$ cat src/rtl/outport_tx_fifo.sv
// Port-write transmitter: buffers processor writes into four per-channel FIFOs
// and delivers them to the external world with a valid/acknowledge handshake.
module outport_tx_fifo #(
    parameter int WIDTH = 8,
    parameter int DEPTH = 4,
    parameter int PTRW  = 2
) (
    input  logic             clk,
    input  logic             Reset,
    input  logic             OUTportWrite,
    input  logic [1:0]       PortSel,
    input  logic [WIDTH-1:0] Datain,
    output logic [3:0]       PortFull,
    output logic [3:0]       Overflow,
    input  logic [3:0]       OvfClear,
    output logic [WIDTH-1:0] OutExtWorld1,
    output logic [WIDTH-1:0] OutExtWorld2,
    output logic [WIDTH-1:0] OutExtWorld3,
    output logic [WIDTH-1:0] OutExtWorld4,
    output logic [3:0]       OutValid,
    input  logic [3:0]       OutAck
);

    localparam logic [PTRW:0] FULL_COUNT = (PTRW + 1)'(DEPTH);

    logic [WIDTH-1:0] headOut_s [4];

    for (genvar ch = 0; ch < 4; ch++) begin : gCh
        logic [WIDTH-1:0] mem_r [DEPTH];
        logic [PTRW-1:0]  wrPtr_r;
        logic [PTRW-1:0]  rdPtr_r;
        logic [PTRW-1:0]  rdPtrNext_s;
        logic [PTRW:0]    count_r;
        logic [PTRW:0]    countNext_s;
        logic             valid_r;
        logic             full_r;
        logic             ovf_r;
        logic [WIDTH-1:0] head_r;
        logic [WIDTH-1:0] headNext_s;
        logic             sel_s;
        logic             pop_s;
        logic             push_s;
        logic             drop_s;

        // Next-state decode: push/pop/drop and the post-edge head byte
        always_comb begin
            sel_s       = OUTportWrite && (PortSel == 2'(ch));
            pop_s       = valid_r && OutAck[ch];
            push_s      = sel_s && (!full_r || pop_s);
            drop_s      = sel_s && full_r && !pop_s;
            rdPtrNext_s = pop_s ? (rdPtr_r + PTRW'(1)) : rdPtr_r;
            if (push_s && !pop_s) begin
                countNext_s = count_r + (PTRW + 1)'(1);
            end else if (pop_s && !push_s) begin
                countNext_s = count_r - (PTRW + 1)'(1);
            end else begin
                countNext_s = count_r;
            end
            // A byte written this edge into the slot that becomes the head bypasses the memory
            if (countNext_s == (PTRW + 1)'(0)) begin
                headNext_s = head_r;
            end else if (push_s && (wrPtr_r == rdPtrNext_s)) begin
                headNext_s = Datain;
            end else begin
                headNext_s = mem_r[rdPtrNext_s];
            end
        end

        // Channel state and registered outputs
        always_ff @(posedge clk) begin
            if (!Reset) begin
                wrPtr_r <= '0;
                rdPtr_r <= '0;
                count_r <= '0;
                valid_r <= 1'b0;
                full_r  <= 1'b0;
                ovf_r   <= 1'b0;
                head_r  <= '0;
            end else begin
                if (push_s) begin
                    mem_r[wrPtr_r] <= Datain;
                    wrPtr_r        <= wrPtr_r + PTRW'(1);
                end
                rdPtr_r <= rdPtrNext_s;
                count_r <= countNext_s;
                valid_r <= (countNext_s != (PTRW + 1)'(0));
                full_r  <= (countNext_s == FULL_COUNT);
                head_r  <= headNext_s;
                if (drop_s) begin
                    ovf_r <= 1'b1;
                end else if (OvfClear[ch]) begin
                    ovf_r <= 1'b0;
                end else begin
                    ovf_r <= ovf_r;
                end
            end
        end

        assign OutValid[ch]  = valid_r;
        assign PortFull[ch]  = full_r;
        assign Overflow[ch]  = ovf_r;
        assign headOut_s[ch] = head_r;
    end

    assign OutExtWorld1 = headOut_s[0];
    assign OutExtWorld2 = headOut_s[1];
    assign OutExtWorld3 = headOut_s[2];
    assign OutExtWorld4 = headOut_s[3];

endmodule
$ cat config.mk
export PLATFORM = sky130hd
export DESIGN_NAME = outport_tx_fifo
export DESIGN_NICKNAME = d
export VERILOG_FILES = /design/src/rtl/outport_tx_fifo.sv
export SDC_FILE = /design/constraint.sdc
export NUM_CORES = 1
export LEC_CHECK = 0
export CAP_MARGIN = 20
export CORE_ASPECT_RATIO = 0.75
export CORE_UTILIZATION = 54
export CTS_CLUSTER_SIZE = 16
export DETAILED_ROUTE_END_ITERATION = 6
export GPL_TIMING_DRIVEN = 0
export PLACE_DENSITY = 0.87
export SETUP_SLACK_MARGIN = 0.2
export SLEW_MARGIN = 10
export SYNTH_ARGS = -nofsm -noshare
export SYNTH_HDL_FRONTEND = slang
export SYNTH_SLANG_ARGS = --single-unit
$ cat constraint.sdc
create_clock -name clk -period 2 [get_ports clk]
set_input_delay 0.4 -clock clk [delete_from_list [all_inputs] [get_ports clk]]
set_output_delay 0.4 -clock clk [all_outputs]
set_load 0.02 [all_outputs]
# --- Word-level counts from Yosys, hierarchy flattened ---
# Memory sizes are Yosys's and may differ from the RTL's. A register that Yosys moved wholly into a read port is not among the register bits.
# Index checks and enable logic that the tools add are counted.
totals:
  input_bits: 21
  mem_count: 4
  mem_bits_rw: 128
  out_inout_bits: 44
  reg_bits: 40
  elab_cells: 148
memory_table:
  columns: ["memory", "words", "width", "read_ports", "rd_clocked_by_memory_dff", "wr", "line", "rtl"]
  rows:
  - ["gCh[0].mem_r", 4, 8, 1, 1, 1, "29", "logic [WIDTH-1:0] mem_r [DEPTH];"]
  - ["gCh[1].mem_r", 4, 8, 1, 1, 1, "29", null]
  - ["gCh[2].mem_r", 4, 8, 1, 1, 1, "29", null]
  - ["gCh[3].mem_r", 4, 8, 1, 1, 1, "29", null]
classes:
  n_addsub: 16
  reduce_logical: 65
  n_eq_ne: 7
  mux: 32
ops:
  columns: ["cell", "n"]
  rows:
  - ["$logic_and A1 B1 Y1", 28]
  - ["$mux W3", 8]
  - ["$logic_not A1 Y1", 20]
  - ["$mux W1", 20]
  - ["$add A2 B1 Y2 const B", 8]
  - ["$add A3 B1 Y3 const B", 4]
  - ["$eq A3 B3 Y1 const B", 4]
  - ["$logic_not A3 Y1", 4]
  - ["$reduce_bool A3 Y1", 4]
  - ["$sub A3 B1 Y3 const B", 4]
  - ["$mux W2", 4]
  - ["$reduce_bool A2 Y1", 4]
  - ["$eq A2 B2 Y1 const B", 2]
  - ["$logic_or A1 B1 Y1", 4]
  - ["$eq A2 B1 Y1 const B", 1]
  - ["$logic_not A2 Y1", 1]

# --- Depth between registers and ports, before layout ---
logic_depth:
  depth_word: 9
  ltp_mapped: 9
  depth_no_buf: 7

# --- Least setup slack after synthesis ---
# Ideal clock, no wire load.
synth_path:
  path_type: "in2reg"
  start: "in OUTportWrite"
  end: "reg gCh[0].head_r[5], in the netlist OutExtWorld1[5] (read register of gCh[0].mem_r)"
  t_required_ps: 1864
  path_buffers: 2
  setup_slack_ps: -123
  cell_stages: 7
  arrival_time_ps: 1987
  path_cell_list: "buf_4 -> nor3b_2 -> mux2_2 -> o311ai_4 -> o21a_1 -> buf_6 -> o41ai_4"
synth_via:
  elab_chain_len: 8
  elab_cells_between_ends: 9
  cone_classes: "2 x mux; 7 x reduce/logical"
synth_lines:
  columns: ["element", "line", "rtl"]
  rows:
  - ["start: declaration", "10", "input logic OUTportWrite,"]
  - ["$logic_and A1 B1 Y1 (*)", "47", "sel_s = OUTportWrite && (PortSel == 2'(ch));"]
  - ["$logic_and A1 B1 Y1 (*)", "49", "push_s = sel_s && (!full_r || pop_s);"]
  - ["$logic_not A1 Y1", "54", "end else if (pop_s && !push_s) begin"]
  - ["$logic_and A1 B1 Y1", "54", null]
  - ["$mux W3", "54", null]
  - ["$mux W3 (*)", "52", "if (push_s && !pop_s) begin"]
  - ["$logic_not A3 Y1 (*)", "60", "if (countNext_s == (PTRW + 1)'(0)) begin"]
  - ["$logic_not A1 Y1 (no source line) (*)", null, null]
  - ["end: declaration", "38", "logic [WIDTH-1:0] head_r;"]
# Every way passes the cells marked *; elsewhere a longest branch is shown, timed or not.
# A chain may end at the register's enable or synchronous reset.

# --- Worst setup path after layout ---
layout_path:
  start: "reg gCh[1].count_r[1]"
  end: "reg gCh[1].head_r[6], in the netlist OutExtWorld2[6] (read register of gCh[1].mem_r)"
layout_via:
  elab_chain_len: 5
  elab_cells_between_ends: 6
  cone_classes: "2 x add/sub; 2 x mux; 2 x reduce/logical"
layout_lines:
  columns: ["element", "line", "rtl"]
  rows:
  - ["start: declaration", "33", "logic [PTRW:0] count_r;"]
  - ["start signal: assignment", "85", "count_r <= countNext_s;"]
  - ["$sub A3 B1 Y3", "55", "countNext_s = count_r - (PTRW + 1)'(1);"]
  - ["$mux W3", "54", null]
  - ["$mux W3 (*)", "52", null]
  - ["$logic_not A3 Y1 (*)", "60", null]
  - ["$logic_not A1 Y1 (no source line) (*)", null, null]
  - ["end: declaration", "38", null]
# Marked as above.

==> results by group <==
Global routing
  • GR Overflow Total: 0
  • Initial antenna violation count: 0
  • Largest net degree at the start of global routing: 21
  • First-pass GRT wire length: 46.86 mm
  • Total Routing Usage GR: 31.40%
  • Number of global-route vias before repair: 8377

Run
  • Number of max-cap violations: 0

Power
  • Switching Share: 36.07%
  • Cell internal pwr: 9.535 mW
  • Sw Pwr: 5.380 mW
  • Logic pwr share: 42.0%
  • VDD IR max: 0.0006824 V
  • Power share of the clock group: 22.7%
  • Pwr Density: 1092 nW/um^2
  • Leak: 5.131 nW
  • Flop pwr share: 35.3%

Logic synthesis
  • Post-Synth XOR/XNOR Area: 1.441%
  • Most used DFF post-synth: edfxtp_1
  • Cell taking the most area after synthesis: edfxtp_1
  • EDFF count, synth: 128
  • Yosys reg bits: 200
  • Netlist cell types: 71
  • Simple-Gate Fraction of Synth Area: 12.40%
  • Synth Area in Compound Gates: 21.27%
  • FFs w/ async S/R, synth: 0%
  • Synth area leaders: edfxtp_1 (37%), dfxtp_1 (14%), mux2i_1 (4.7%)
  • Post-synthesis adder-cell area fraction: 2.907%
  • Synth top area share: 37.20%
  • Post-synthesis cell area: 10330 sq um
  • Mux contribution to synthesized area: 5.741%
  • Syn nets: 937
  • Sequential cell area fraction in the yosys report: 51.16%
  • Largest family of logic cells by synthesized area: compound AO/OA/AOI/OAI gates
  • Ys Warns: 0
  • Cells after Synth: 892
  • Synth Area per Inst: 11.58 sq um

Route
  • Remaining DRCs: 0
  • DRT Wirelength: 33.42 mm
  • First-pass DRT Iterations: 6
  • Vias/cell: 6.945
  • Antenna viol nets, final: 0
  • 1st-iter DRT viols: 1190
  • WL/cell: 25.95 um
  • Routed vias: 8945

Finish
  • Post-layout util: 73.40%
  • Design area: 13660 sq um
  • Antenna cells: 0
  • # fillers: 1156
  • Commonest non-fill, non-tap cells in the layout: edfxtp_1 (128), buf_4 (58), nor2_1 (57), dfxtp_1 (54), mux2i_1 (35)
  • Layout cell share with drive strength beyond 1: 34.77%
  • Layout area overhead: 32.26%
  • Post-layout nets: 1073
  • Most common cell after layout, fill and taps aside: edfxtp_1

Worst setup path
  • R2R cell count: 8
  • Worst Path Max Fanout: 5
  • CP endpoint kind: register
  • Reg-to-reg startpoint: gCh[1].count_r[1]
  • Startpoint class of the critical path: register
  • FF-to-FF End: OutExtWorld2[6]
  • Worst Path Required: 2330 ps
  • Setup CP Type: register to register
  • Data arrival, critical path: 2430 ps
  • Flop-to-flop setup slack: -100 ps

STA
  • Clk_skew: 14.67 ps
  • Setup TNS: -155.7 ps
  • Minimum clock period: 2105 ps
  • Slew @ Worst Pin: 1179 ps
  • Final hold vios: 0
  • Peak Freq: 0.4751 GHz
  • Final WS setup: -104.9 ps
  • Setup-failing EPs final: 4
  • Min Hold Slack: 488.4 ps
  • Final worst-path cycle share: 105.2%
  • Final Max Slew Viols: 0
  • Slew HR: 21.13%
  • RSZ-0062 raised after global routing: yes

Floorplan
  • # rows: 43
  • Core ar.: 18620 sq um
  • Die Span X: 161.7 um
  • IO Pins: 65
  • Starting Density: 55.50%
  • Die ar.: 19690 sq um
  • Die Y: 121.8 um

Min path
  • Hold Crit Class: input pin to register
  • HP Start: Reset
  • WHS Path Cells: 2
  • Worst Hold Path EP: gCh[1].count_r[2]

Place
  • Port Buffer Count: 62
  • Hpwl dp: 18.12 mm
  • Cell Area, Placed: 11370 sq um
  • Gpl congestion: 0.9514
  • Place WS: -1339 ps

Status
  • Status: finished, violations left
  • Violated checks: setup timing

Clock network
  • Hold-fix buffers, CTS: 0
  • Clk sink count: 200
  • Clk pin slew, worst setup/hold paths: 80 ps
  • Worst-skew pair later-pin latency: 450 ps
  • Clock buffer count from CTS: 17
  • H-Tree Depth: 4
  • Root buffer cell: clkbuf_16
  • CTS tree: yes
  • Clk buf depth: 2
critical path: stages, from the launching register on:
cell,delay (ps)
dfxtp_2,340
buf_4,130
ha_1,190
nor4b_4,150
or3_1,400
buf_6,150
a21o_1,190
buf_6,150
a311oi_2,300
power groups by stage:
stage	Sequential (mW)	Combinational, mW	Clock (mW)
2_1_floorplan	5.48	2.68	0
5_1_grt	5.29	6.54	3.50
3_5_place_dp	5.25	4.37	0
3_3_place_gp	5.24	4.27	0
4_1_cts	5.19	5.27	3.33
6_report	5.26	6.27	3.38
cell type report:
type,count,area (sq um),share of cell area [%]
Buffer,91,779.5,5.705
Clock buffer,22,464.2,3.397
Clock inverter,10,96.34,0.7051
Inverter,24,95.09,0.6959
Multi-Input combinational cell,577,5450,39.89
Sequential cell,200,5330,39.01
Tap cell,247,309.0,2.262
Timing Repair Buffer,117,1140,8.342
cell families after synthesis:
logic type	after synthesis
xor+xnor	17
mux	58
compound gates	261
flops	200
simple gates	217
buf+inv	115
fa+ha+maj	24
cells in the mapped netlist (15+ instances only):
| cell type | instances |
|---|---|
| o21ai_0 | 15 |
| edfxtp_1 | 128 |
| a21oi_1 | 15 |
| buf_4 | 15 |
| o2111ai_1 | 24 |
| mux2i_1 | 48 |
| a2bb2oi_1 | 15 |
| nand2_1 | 32 |
| a221o_1 | 16 |
| a211oi_1 | 59 |
| o31ai_1 | 27 |
| ha_1 | 24 |
| nand3_1 | 21 |
| dfxtp_1 | 72 |
| inv_1 | 24 |
| nand4b_1 | 19 |
| nor2_1 | 59 |
| and2_1 | 23 |
| clkbuf_1 | 58 |
routing by layer:
metal / share of wire, % / vias to the layer above / wire (um) / track usage [%]
li1: - / 3787 / - / -
met1: 39 / 4341 / 12870 / 42.01
met2: 47 / 670 / 15710 / 49.52
met3: 11 / 147 / 3543 / 7.150
met4: 3.9 / 0 / 1303 / 12.97
met5: 0 / - / 0 / 0
flip-flops by register name (all words and copies together), names as in the netlist:
signal	cells
gCh.rdPtr_r	8
gCh.valid_r	4
gCh.full_r	4
gCh.wrPtr_r	8
gCh.ovf_r	4
OutExtWorld3	8
OutExtWorld1	8
OutExtWorld4	8
gCh.mem_r	128
gCh.count_r	12
OutExtWorld2	8
repair_timing:
| item | CTS | global route |
|---|---|---|
| hold endpoints to repair | 0 | 0 |
| cloned | 4 | 1 |
| setup buffers | 32 | 17 |
| pin swaps | 28 | 56 |
| endpoints found under the setup margin | 224 | 100 |
| gates resized for setup | 245 | 161 |
worst max path at each step:
stage	end	slack [ps]	from	depth (start not counted)
after floorplan	OutExtWorld1[5]	-20	OUTportWrite	8
after global placement	gCh[3].valid_r	-1270	Reset	6
after detailed placement	gCh[1].rdPtr_r[1]	-1340	Reset	6
after CTS	OutExtWorld2[6]	30	gCh[1].valid_r	8
after global routing	OutExtWorld2[6]	-110	gCh[1].count_r[1]	8
final	OutExtWorld2[6]	-100	gCh[1].count_r[1]	8
stage by stage:
stage / total power [mW] / std cells
global route: 15.33 / 1288
CTS: 13.78 / 1269
finish: 14.91 / 1288
global placement: 9.509 / 1201
floorplan: 8.161 / 892
detailed placement: 9.625 / 1201
Note: power is estimated with default switching activity, not from simulation.
